===== src/rtl/aes_seq_pkg.sv =====
// Shared state encoding, widths and scan-chain layout for the AES trace sequencer.
package aes_seq_pkg;

    localparam int unsigned AES_PT_W   = 128;
    localparam int unsigned AES_KEY_W  = 256;
    localparam int unsigned AES_SC_W   = 387;

    localparam int unsigned SC_PT_LSB  = 259;
    localparam int unsigned SC_KEY_LSB = 3;
    localparam int unsigned SC_PT_SEL  = 2;
    localparam int unsigned SC_KEY_SEL = 1;
    localparam int unsigned SC_CT_SEL  = 0;

    typedef enum logic [2:0] {
        ST_IDLE,
        ST_SETTLE,
        ST_RUN,
        ST_DRAIN,
        ST_RESP
    } seq_state_e;

    typedef struct packed {
        logic [AES_PT_W-1:0]  pt;
        logic [AES_KEY_W-1:0] key;
        logic                 pt_sel;
        logic                 key_sel;
        logic                 ct_out_sel;
    } aes_job_t;

    // Place job fields at their aes_if scan-chain offsets.
    function automatic logic [AES_SC_W-1:0] sc_pack(input aes_job_t job);
        logic [AES_SC_W-1:0] sc;
        sc = '0;
        sc[SC_PT_LSB +: AES_PT_W]   = job.pt;
        sc[SC_KEY_LSB +: AES_KEY_W] = job.key;
        sc[SC_PT_SEL]               = job.pt_sel;
        sc[SC_KEY_SEL]              = job.key_sel;
        sc[SC_CT_SEL]               = job.ct_out_sel;
        return sc;
    endfunction

endpackage


===== src/rtl/aes_seq_wdog.sv =====
// RUN-state watchdog: cleared on RUN entry, counts enabled cycles, flags the LIMIT-th one.
module aes_seq_wdog #(
    parameter int unsigned LIMIT = 1024
) (
    input  logic clk,
    input  logic rst_n,
    input  logic clr,
    input  logic en,
    output logic expire_c
);
    localparam int unsigned CNT_W = $clog2(LIMIT) + 1;

    logic [CNT_W-1:0] cnt_q, cnt_d;

    assign expire_c = en && (cnt_q == CNT_W'(LIMIT - 1));

    always_comb begin
        cnt_d = cnt_q;
        if (clr) begin
            cnt_d = '0;
        end else if (en && !expire_c) begin
            cnt_d = cnt_q + CNT_W'(1);
        end
    end

    always_ff @(posedge clk or negedge rst_n) begin
        if (!rst_n) begin
            cnt_q <= '0;
        end else begin
            cnt_q <= cnt_d;
        end
    end

endmodule


===== src/rtl/aes_trace_seq.sv =====
// Job sequencer for aes_if: holds the scan chain, pulses aes_enable per repetition, returns
// one captured ciphertext per repetition. Optional RUN watchdog: `define AES_SEQ_TIMEOUT_EN.
module aes_trace_seq
    import aes_seq_pkg::*;
#(
    parameter int unsigned SETTLE_CYCLES  = 2,
    parameter int unsigned REP_W          = 8,
    parameter int unsigned TIMEOUT_CYCLES = 1024
) (
    input  logic                 clk,
    input  logic                 rst_n,
    input  logic                 req_valid,
    output logic                 req_ready,
    input  logic [AES_PT_W-1:0]  req_pt,
    input  logic [AES_KEY_W-1:0] req_key,
    input  logic                 req_pt_sel,
    input  logic                 req_key_sel,
    input  logic                 req_ct_out_sel,
    input  logic [REP_W-1:0]     req_reps,
    output logic [AES_SC_W-1:0]  aes_scan_chain,
    output logic                 aes_enable,
    input  logic                 aes_trigger,
    input  logic [AES_SC_W-1:0]  aes_sc_out,
    output logic                 rsp_valid,
    input  logic                 rsp_ready,
    output logic [AES_PT_W-1:0]  rsp_ct,
    output logic [REP_W-1:0]     rsp_idx,
    output logic                 rsp_last,
    output logic                 rsp_timeout,
    output logic                 busy
);
    localparam int unsigned SETTLE_W = $clog2(SETTLE_CYCLES + 1) + 1;

    seq_state_e           state_q, state_d;
    logic [SETTLE_W-1:0]  settle_cnt_q, settle_cnt_d;
    logic [REP_W-1:0]     idx_q, idx_d;
    logic [REP_W-1:0]     reps_m1_q, reps_m1_d;
    logic [AES_SC_W-1:0]  sc_q, sc_d;
    logic [AES_PT_W-1:0]  rsp_ct_q, rsp_ct_d;
    logic                 rsp_last_q, rsp_last_d;
    logic                 rsp_timeout_q, rsp_timeout_d;
    logic                 req_ready_q, aes_enable_q, rsp_valid_q, busy_q;
    logic                 trig_q;
    logic                 trig_rise_c;
    logic                 run_entry_c;
    logic                 wdog_expire_c;
    logic                 unused_sc_c;
    aes_job_t             req_job_c;

    assign req_job_c = '{pt: req_pt, key: req_key, pt_sel: req_pt_sel,
                         key_sel: req_key_sel, ct_out_sel: req_ct_out_sel};

    // A trigger already high when RUN is entered has trig_q set and never counts as a rise.
    assign trig_rise_c = aes_trigger & ~trig_q;
    assign unused_sc_c = ^aes_sc_out[AES_SC_W-1:AES_PT_W];

`ifdef AES_SEQ_TIMEOUT_EN
    aes_seq_wdog #(
        .LIMIT (TIMEOUT_CYCLES)
    ) u_wdog (
        .clk      (clk),
        .rst_n    (rst_n),
        .clr      (run_entry_c),
        .en       (state_q == ST_RUN),
        .expire_c (wdog_expire_c)
    );
`else
    logic unused_cfg_c;
    assign unused_cfg_c  = run_entry_c ^ (^32'(TIMEOUT_CYCLES));
    assign wdog_expire_c = 1'b0;
`endif

    always_comb begin
        state_d       = state_q;
        settle_cnt_d  = settle_cnt_q;
        idx_d         = idx_q;
        reps_m1_d     = reps_m1_q;
        sc_d          = sc_q;
        rsp_ct_d      = rsp_ct_q;
        rsp_last_d    = rsp_last_q;
        rsp_timeout_d = rsp_timeout_q;
        run_entry_c   = 1'b0;

        unique case (state_q)
            ST_IDLE: begin
                if (req_valid && req_ready_q) begin
                    sc_d         = sc_pack(req_job_c);
                    reps_m1_d    = (req_reps == '0) ? '0 : req_reps - REP_W'(1);
                    idx_d        = '0;
                    settle_cnt_d = '0;
                    state_d      = ST_SETTLE;
                end
            end
            ST_SETTLE: begin
                // Held one extra cycle so enable lands SETTLE_CYCLES edges after the chain is valid.
                if (settle_cnt_q == SETTLE_W'(SETTLE_CYCLES)) begin
                    state_d     = ST_RUN;
                    run_entry_c = 1'b1;
                end else begin
                    settle_cnt_d = settle_cnt_q + SETTLE_W'(1);
                end
            end
            ST_RUN: begin
                if (trig_rise_c) begin
                    rsp_ct_d = aes_sc_out[AES_PT_W-1:0];
                    state_d  = ST_DRAIN;
                end else if (wdog_expire_c) begin
                    rsp_ct_d      = '0;
                    rsp_last_d    = 1'b1;
                    rsp_timeout_d = 1'b1;
                    state_d       = ST_RESP;
                end
            end
            ST_DRAIN: begin
                if (!aes_trigger) begin
                    rsp_last_d    = (idx_q == reps_m1_q);
                    rsp_timeout_d = 1'b0;
                    state_d       = ST_RESP;
                end
            end
            ST_RESP: begin
                if (rsp_ready) begin
                    rsp_last_d    = 1'b0;
                    rsp_timeout_d = 1'b0;
                    if (rsp_last_q) begin
                        state_d = ST_IDLE;
                    end else begin
                        idx_d       = idx_q + REP_W'(1);
                        state_d     = ST_RUN;
                        run_entry_c = 1'b1;
                    end
                end
            end
            default: state_d = ST_IDLE;
        endcase
    end

    // Status outputs are registered from the next state so they change on the transition edge.
    always_ff @(posedge clk or negedge rst_n) begin
        if (!rst_n) begin
            state_q       <= ST_IDLE;
            settle_cnt_q  <= '0;
            idx_q         <= '0;
            reps_m1_q     <= '0;
            sc_q          <= '0;
            rsp_ct_q      <= '0;
            rsp_last_q    <= 1'b0;
            rsp_timeout_q <= 1'b0;
            req_ready_q   <= 1'b0;
            aes_enable_q  <= 1'b0;
            rsp_valid_q   <= 1'b0;
            busy_q        <= 1'b0;
            trig_q        <= 1'b0;
        end else begin
            state_q       <= state_d;
            settle_cnt_q  <= settle_cnt_d;
            idx_q         <= idx_d;
            reps_m1_q     <= reps_m1_d;
            sc_q          <= sc_d;
            rsp_ct_q      <= rsp_ct_d;
            rsp_last_q    <= rsp_last_d;
            rsp_timeout_q <= rsp_timeout_d;
            req_ready_q   <= (state_d == ST_IDLE);
            aes_enable_q  <= (state_d == ST_RUN) || (state_d == ST_DRAIN);
            rsp_valid_q   <= (state_d == ST_RESP);
            busy_q        <= (state_d != ST_IDLE);
            trig_q        <= aes_trigger;
        end
    end

    assign req_ready      = req_ready_q;
    assign aes_scan_chain = sc_q;
    assign aes_enable     = aes_enable_q;
    assign rsp_valid      = rsp_valid_q;
    assign rsp_ct         = rsp_ct_q;
    assign rsp_idx        = idx_q;
    assign rsp_last       = rsp_last_q;
    assign rsp_timeout    = rsp_timeout_q;
    assign busy           = busy_q;

endmodule


===== config.mk =====
export PLATFORM = sky130hd
export DESIGN_NAME = aes_trace_seq
export DESIGN_NICKNAME = d
export VERILOG_FILES = /design/src/rtl/aes_seq_pkg.sv /design/src/rtl/aes_seq_wdog.sv /design/src/rtl/aes_trace_seq.sv
export SDC_FILE = /design/constraint.sdc
export NUM_CORES = 1
export LEC_CHECK = 0
export ABC_AREA = 1
export BUFFER_PORTS_ARGS = -buffer_cell sky130_fd_sc_hd__buf_2
export CAP_MARGIN = 20
export CORE_AREA = 2 2 509 511
export DETAILED_ROUTE_END_ITERATION = 10
export DIE_AREA = 0 0 511 513
export SLEW_MARGIN = 20
export SYNTH_ARGS = -nofsm -noshare
export SYNTH_HDL_FRONTEND = slang
export SYNTH_SLANG_ARGS = --single-unit
export TNS_END_PERCENT = 5

===== constraint.sdc =====
create_clock -name clk -period 1.87 [get_ports clk]
set_clock_uncertainty 0.05 [all_clocks]
set_input_delay 0.187 -clock clk [delete_from_list [all_inputs] [get_ports clk]]
set_output_delay 0.187 -clock clk [all_outputs]
set_load 0.005 [all_outputs]

; After elaboration in Yosys (flattened, before gate mapping)
; Cells that the tools add are included.
[totals]
output_inout_bits = 529
word_cells = 66
reg_bits = 544
input_bits = 787
[op_classes]
eq_ne = 14
reduce_logical = 14
bitwise = 2
addsub = 3
n_mux = 20
[ops]
columns = operator, count
row1 = $mux 8, 4
row2 = $mux 3, 7
row3 = $pmux 8 s2, 1
row4 = $eq 3x2->1 const B, 5
row5 = $pmux 3 s5, 1
row6 = $ne 2x2->1 const B, 5
row7 = $add 8x1->8 const B, 1
row8 = $eq 8x8->1, 1
row9 = $logic_not 8->1, 1
row10 = $sub 8x1->8 const B, 1
row11 = $eq 3x3->1 const B, 2
row12 = $logic_not 3->1, 2
row13 = $pmux 3 s2, 1
row14 = $reduce_and 3->1, 2
row15 = $reduce_bool 2->1, 3
row16 = $pmux 1 s2, 2
row17 = $reduce_and 2->1, 2
row18 = $reduce_and 4->1, 1
row19 = $add 3x1->3 const B, 1
row20 = $eq 3x1->1 const B, 1
row21 = $mux 1, 3
row22 = $reduce_bool 3->1, 1
row23 = $mux 2, 1
row24 = $and 1x1->1, 1
row25 = other kinds (3), 3

; Longest topological paths before layout
; Gate-level depths: netlist of run 1.
[depth]
word_depth = 6
ltp_mapped = 9
ltp_nobuf = 9

; Worst setup path after synthesis of run 1
; OpenSTA, ideal clock, no wires.
[synth_path]
path_kind = flip-flop to flip-flop
from = register state_q[1]
to = register reps_m1_q[1]
path_slack_ns = 0.510
path_stages_with_launch = 7
required_ns = 1.686
synth_period_minus_slack_ns = 1.360
n_path_buf = 2
t_arrival_ns = 1.176
cell_sequence = dfrtp_1 -> nor2_4 -> nand3_4 -> inv_2 -> buf_2 -> buf_2 -> o22ai_1
[synth_between]
elab_chain_cells = 2
[synth_rtl]
columns = element, line_no
row1 = start: declaration, aes_trace_seq.sv:34  ; seq_state_e state_q, state_d;
row2 = start signal: assignment, aes_trace_seq.sv:155  ; state_q <= state_d;
row3 = $logic_not 3->1, aes_trace_seq.sv:84  ; unique case (state_q)
row4 = $reduce_and 2->1 (no line), -
row5 = end signal: assignment, aes_trace_seq.sv:158  ; reps_m1_q <= reps_m1_d;
row6 = end: declaration, aes_trace_seq.sv:37  ; logic [REP_W-1:0] reps_m1_q, reps_m1_d;
; Every way passes these cells.
; A chain may end at the register's enable or synchronous reset.

; Worst setup path after layout of run 1
[layout_path]
from = register state_q[2]
to = register sc_q[72], in the netlist aes_scan_chain[72]
[layout_between]
elab_chain_cells = 2
[layout_rtl]
columns = element, line_no
row1 = $logic_not 3->1, aes_trace_seq.sv:84
row2 = $reduce_and 2->1 (no line), -
row3 = end signal: assignment, aes_trace_seq.sv:145  ; sc_q <= '0;
row4 = end signal: assignment, aes_trace_seq.sv:159  ; sc_q <= sc_d;
row5 = end: declaration, aes_trace_seq.sv:38  ; logic [AES_SC_W-1:0] sc_q, sc_d;
; Every way passes these cells.

==> flow_metrics.env, run 1 <==
export IMPL_yosysWarningCount=0
export IMPL_place_hpwl_mm=133.8
export IMPL_syn_to_final_growth_pct=86.45
export IMPL_ant_nets=0
export IMPL_hold_violations=0
export IMPL_cp_top_family="buffers and inverters"
export IMPL_grt_pass1_wl_mm=205.5
export IMPL_final_period_utilization=0.9203
export IMPL_rows=186
export IMPL_first_pass_iters=5
export IMPL_hold_ws_ps=153.5
export IMPL_cp_num_buf_inv=4
export IMPL_crit_fanout=56
export IMPL_start_util=0.08181
export IMPL_die_area_um2=262100
export IMPL_cts_htree_levels=3
export IMPL_core_area_um2=256200
export IMPL_overflow=0
export IMPL_path_clk_slew_ps=50
export IMPL_postSynthNetCount=3199
export IMPL_drive_gt1_frac=0.3125
export IMPL_end_kind="flop"
export IMPL_holdCritPathClass="input port to asynchronous set/reset pin"
export IMPL_nFillCells=28790
export IMPL_finalMaxSlewViolations=0
export IMPL_synth_top_cell_area_share=0.6482
export IMPL_port_buffers=1055
export IMPL_die_w_um=511
export IMPL_syn_inst=2408
export IMPL_clock_latency_ps=690
export IMPL_gp_congestion=0.9195
export IMPL_synth_cell_types=27
export IMPL_num_io_pins=1316
export IMPL_drtIter0Drc=1078
export IMPL_vias_per_cell=3.017
export IMPL_wl_per_cell_um=20.87
export IMPL_cp_cell_sequence="inv_2 > nand3_4 > buf_12 > buf_4 > buf_12 > nand2_1 > nand2_1"
export IMPL_final_area_um2=39080
export IMPL_nets=4844
export IMPL_cts_root_buf="clkbuf_16"
export IMPL_antenna_found_initial=261
export IMPL_numCtsBuffers=71
export IMPL_die_y_um=513
export IMPL_p_leak_nw=20.29
export IMPL_layout_cells_non_filler=7605
export IMPL_clock_sinks=543
export IMPL_synth_largest_area_cell="dfrtp_1"
export IMPL_period_minus_slack_ps=1721
export IMPL_cp_start_kind="flop"
export IMPL_crit_required_ps=2440
export IMPL_vias=22946
export IMPL_route_detailed_drc=0
export IMPL_path_class="flop to flop"
export IMPL_critPathSlowestCell="dfrtp_1"
export IMPL_wl_mm=158.7
export IMPL_syn_area_per_cell_um2=8.705
export IMPL_grt_start_max_net_pins=80
export IMPL_syn_area_um2=20960
export IMPL_slowest_delay_ps=500
export IMPL_outcome="complete, no violations"
export IMPL_ys_seq_area_frac=0.6482
export IMPL_grt_pass1_vias=22634
export IMPL_crit_arrival_ps=2290
export IMPL_place_area_um2=31000
export IMPL_ys_ff_latch=543
export IMPL_powerDensity_nw_per_um2=1411
export IMPL_ir_drop_uv=807.4
export IMPL_max_freq_ghz=0.5811
export IMPL_clockBufferDepth=3
export IMPL_final_setup_viol_count=0
export IMPL_grt_usage=0.1174
export IMPL_cts_tree="yes"
export IMPL_place_inst=6831
export IMPL_netlist_top_cells_area="dfrtp_1 (65%), nand2_1 (29%), buf_2 (2.3%), inv_1 (0.64%), buf_4 (0.57%)"
export IMPL_max_cap_viol_count=0
## registers in the layout (all words and copies together), names as in the netlist, 3 cells and up
register / cells
rsp_idx: 8
aes_scan_chain: 387
state_q: 3
settle_cnt_q: 3
rsp_ct: 128
reps_m1_q: 8
## cell families (layout without fill, tap and decap cells)
group,count (synthesis),count (layout),synth area share
AO/OA/AOI/OAI,20,20,0.005193
XOR/XNOR,7,7,0.002925
adder cells (fa/ha/maj),4,4,0.002388
buffers and inverters,158,1855,0.03695
flip-flops,543,543,0.6482
other,1,117,0.0001789
AND/OR/NAND/NOR,1675,1675,0.3041
## path summary, 6_finish.rpt
check	start	to	slack, ps	depth (start not counted)
setup / recovery	state_q[2]$_DFF_PN0_	aes_scan_chain[72]$_DFFE_PN0P_	150	7
hold / removal	rst_n	aes_scan_chain[117]$_DFFE_PN0P_	150	3
setup reg to reg	state_q[2]$_DFF_PN0_	aes_scan_chain[72]$_DFFE_PN0P_	150	7
hold reg to reg	aes_scan_chain[42]$_DFFE_PN0P_	aes_scan_chain[42]$_DFFE_PN0P_	420	2
max in group asynchronous	rst_n	aes_scan_chain[206]$_DFFE_PN0P_	1060	3
min in group clk	req_valid	rsp_idx[4]$_DFFE_PN0P_	160	5
## power breakdown
part	total, mW	internal (mW)	switching (mW)
Combinational	20.4	8.24	12.2
Sequential	20.1	17.2	2.96
Clock	14.6	8.52	6.05
Total	55.1	33.9	21.2
## per-stage QoR
stage	setup TNS (ps)	util	power [mW]	worst slack, ps
4_1_cts	0	0.1513	56.44	22.08
6_report	0	0.1525	55.14	149.0
5_1_grt	-7.068	0.1518	58.91	-7.068
2_1_floorplan	0	-	27.36	510.0
3_5_place_dp	0	0.1210	39.96	29.98
3_3_place_gp	0	0.1210	39.71	74.39
## Yosys cell counts
cell type  number
dfrtp_1       543
xor2_1          3
nor2_2          1
ha_1            4
nand2_1      1618
nor2_1         21
o21ai_1         4
a31oi_1         1
nand2_2         1
or2_2           1
nand3_2         2
nor2_4          1
conb_1          1
nor3_1          1
xnor2_1         4
nand3_4         1
o21bai_1        2
clkbuf_1        4
o22ai_1         2
nand3_1        23
buf_2          97
buf_4          16
o21ai_0        11
inv_2           5
nand4_1         2
inv_1          36
nand3b_1        3
## layout make-up
type                    instances  area (um2)  area share
well taps                    3384        4234      0.1083
clock buffers                  94        1986     0.05081
repair buffers               1689       11770      0.3012
inverters                      41       163.9    0.004194
diodes                        116       290.3    0.007427
multi-input cells            1707        6614      0.1692
flip-flops and latches        543       13590      0.3477
clock inverters                31       435.4     0.01114
## worst min-delay path, cell delays in order
cell	delay [ps]
dlygate4sd3_1	580
buf_8	250
buf_12	240
## placed cells by master, fill, tap and decap left out, drive strengths merged
cell type,instances
o21ai,15
nand3,26
xnor2,4
nand3b,3
nor2,23
clkinv,16
nor3,1
diode,116
xor2,3
dlygate4sd3,531
dfrtp,543
a31oi,1
o22ai,2
o21bai,2
ha,4
clkbuf,94
buf,1158
bufinv,7
conb,1
or2,1
nand2,1619
nand4,2
inv,49
## layer usage
| metal | GRT usage | vias to the layer above | wire [um] |
|---|---|---|---|
| met1 | 0.1454 | 10436 | 66720 |
| li1 | - | 10720 | - |
| met4 | 0.06375 | 152 | 9017 |
| met2 | 0.1690 | 1261 | 63800 |
| met3 | 0.05189 | 377 | 18220 |
| met5 | 0 | - | 989 |
## timing repair
item,CTS,global route
hold endpoints to repair,1078,0
gates resized for setup,2,2
setup endpoints to repair,2,102
hold buffers,532,0
pin swaps,0,1
gates cloned,0,0
setup buffers,0,1
Note: power is estimated with default switching activity, not from simulation.
==> inputs of run 2 (changes only) <==
--- a/config.mk
+++ b/config.mk
@@ -8,9 +8,9 @@
 export ABC_AREA = 1
 export BUFFER_PORTS_ARGS = -buffer_cell sky130_fd_sc_hd__buf_2
 export CAP_MARGIN = 20
-export CORE_AREA = 2 2 509 511
+export CORE_AREA = 2 2 507 509
 export DETAILED_ROUTE_END_ITERATION = 10
-export DIE_AREA = 0 0 511 513
+export DIE_AREA = 0 0 509 511
 export SLEW_MARGIN = 20
 export SYNTH_ARGS = -nofsm -noshare
 export SYNTH_HDL_FRONTEND = slang
==> constraint.sdc (replaced) <==
create_clock -name clk -period 2 [get_ports clk]
set_clock_uncertainty 0.05 [all_clocks]
set_input_delay 0.2 -clock clk [delete_from_list [all_inputs] [get_ports clk]]
set_output_delay 0.2 -clock clk [all_outputs]
set_load 0.005 [all_outputs]
==> run 2 against run 1 <==
Net effect:
- highest routed layer unchanged
- non-clock buffer count shrank 26
- sequential cell count is the same
- combinational power shrank 2%
- total power shrank 3.5%
- critical endpoint is now reps_m1_q[6]$_DFFE_PN0P_
- sequential share of layout area shrank 0.053 points
==> flow_metrics.env, run 2 (synthesized netlist as in run 1, its figures left out) <==
export IMPL_final_setup_viol_count=0
export IMPL_fin_util=0.1533
export IMPL_ant_nets=0
export IMPL_tns_ps=0
export IMPL_grt_usage=0.1263
export IMPL_cp_start_kind="input port"
export IMPL_finalMaxSlewViolations=0
export IMPL_final_period_utilization=0.9223
export IMPL_crit_start="req_reps[1]"
export IMPL_layout_commonest_cell="nand2_1"
export IMPL_outcome="complete, no violations"
export IMPL_max_freq_ghz=0.5421
export IMPL_wl_per_cell_um=22.38
export IMPL_port_buffers=1055
export IMPL_nets=4820
export IMPL_max_cap_viol_count=0
export IMPL_p_leak_nw=20.28
export IMPL_grt_pass1_wl_mm=215.0
export IMPL_crit_fanout=4
export IMPL_path_class="input port to flop"
export IMPL_start_util=0.08211
export IMPL_powerDensity_nw_per_um2=1359
export IMPL_place_ws_ps=230.8
export IMPL_grt_start_max_net_pins=103
export IMPL_path_clk_slew_ps=60
export IMPL_clockBufferDepth=3
export IMPL_end_kind="flop"
export IMPL_power_frac_seq=0.353
export IMPL_die_area_um2=260100
export IMPL_grt_pass1_vias=22320
export IMPL_internal_power_mw=32.21
export IMPL_drtIter0Drc=1200
export IMPL_vias_per_cell=3.022
export IMPL_cts_setup_buffers=0
export IMPL_most_common_layout_cells="nand2_1 (1,618), buf_2 (1,054), dfrtp_1 (543)"
export IMPL_worst_pin_slew_ps=970.5
export IMPL_clock_sinks=543
export IMPL_p_total_mw=53.21
export IMPL_fin_ws_ps=155.3
export IMPL_power_share_clock=0.272
export IMPL_hold_violations=0
export IMPL_die_w_um=509
export IMPL_die_y_um=511
export IMPL_syn_to_final_growth_pct=86.74
export IMPL_largest_reg_flops=387
export IMPL_min_from="req_reps[0]"
export IMPL_wl_mm=170.2
export IMPL_core_area_um2=255300
export IMPL_holdCritPathClass="input port to flop"
export IMPL_vias=22985
export IMPL_p_switching_mw=20.99
export IMPL_nFillCells=28689
export IMPL_numCtsBuffers=73
export IMPL_crit_arrival_ps=2360
export IMPL_clock_latency_ps=700
export IMPL_maxSlewHeadroom=0.3508
export IMPL_regToRegStartpoint="req_ready$_DFF_PN0_"
export IMPL_antenna_found_initial=291
export IMPL_route_detailed_drc=0
export IMPL_cts_htree_levels=3
export IMPL_cts_root_buf="clkbuf_16"
export IMPL_drive_gt1_frac=0.3105
export IMPL_first_pass_iters=8
export IMPL_comb_power_share=0.374
export IMPL_place_hpwl_mm=145.1
export IMPL_sw_frac_of_total=0.3946
export IMPL_cts_tree="yes"
export IMPL_rows=186
export IMPL_gp_congestion=0.8870
export IMPL_rsz0062_at_grt="false"
export IMPL_overflow=0
export IMPL_crit_required_ps=2520
export IMPL_period_minus_slack_ps=1845
export IMPL_num_io_pins=1316
export IMPL_ir_drop_uv=676.1
[run 2: path summary, 6_finish.rpt]
path / slack [ps] / depth (start not counted) / end
worst min register to register: 420 / 2 / rsp_ct[126]$_DFFE_PN0P_
worst max-delay path: 160 / 12 / reps_m1_q[6]$_DFFE_PN0P_
min in group asynchronous: 160 / 3 / aes_scan_chain[309]$_DFFE_PN0P_
worst max register to register: 170 / 7 / aes_scan_chain[126]$_DFFE_PN0P_
max in group asynchronous: 350 / 3 / rsp_ct[16]$_DFFE_PN0P_
worst min-delay path: 20 / 3 / reps_m1_q[0]$_DFFE_PN0P_
[run 2: through the flow]
step | std cells | instance area [um2] | hold WS [ps]
floorplan | 2408 | 20960 | -145.6
global placement | 6807 | 30860 | 53.99
detailed placement | 6807 | 30860 | 54.43
CTS | 7471 | 38800 | 60.31
global route | 7534 | 38960 | 62.71
finish | 7606 | 39140 | 23.66
[run 2: cell type report]
type | instances | area [um2] | area share
sequential | 543 | 13590 | 0.3471
timing repair buffer | 1663 | 11590 | 0.2960
multi-input combinational | 1707 | 6606 | 0.1688
tap | 3384 | 4234 | 0.1082
clock buffer | 103 | 2160 | 0.05517
clock inverter | 30 | 466.7 | 0.01192
antenna | 135 | 337.8 | 0.008631
inverter | 41 | 163.9 | 0.004187
[run 2: timing repair]
action | CTS | global route
hold buffers | 531 | 0
endpoints found under the hold margin | 1077 | 0
resized for setup | 0 | 1
setup endpoints to repair | 0 | 1
[run 2: worst max-delay path, cell delays in order]
cell and delay [ps]:
dlygate4sd3_1 620, buf_2 170, inv_1 90, ha_1 180, nand3_1 140, inv_1 130
nand2_1 60, nand2_1 50, dlygate4sd3_1 540, nand2_1 60, nand2_1 70, nand2_1 50
[run 2: routing by layer]
layer,part of all wire,routed length [um],GRT usage
met1,0.40,68070,0.1463
met2,0.42,72080,0.1952
met3,0.12,20190,0.06207
met4,0.050,8470,0.05541
met5,0.0082,1403,0
[run 2: power groups by stage]
stage	registers (mW)	logic, mW	clock network, mW
after global routing	19.3	22.0	15.5
after CTS	18.7	20.9	15.1
after floorplan	19.2	6.39	0
final	18.8	19.9	14.5
after global placement	18.7	19.5	0
after detailed placement	18.7	19.7	0
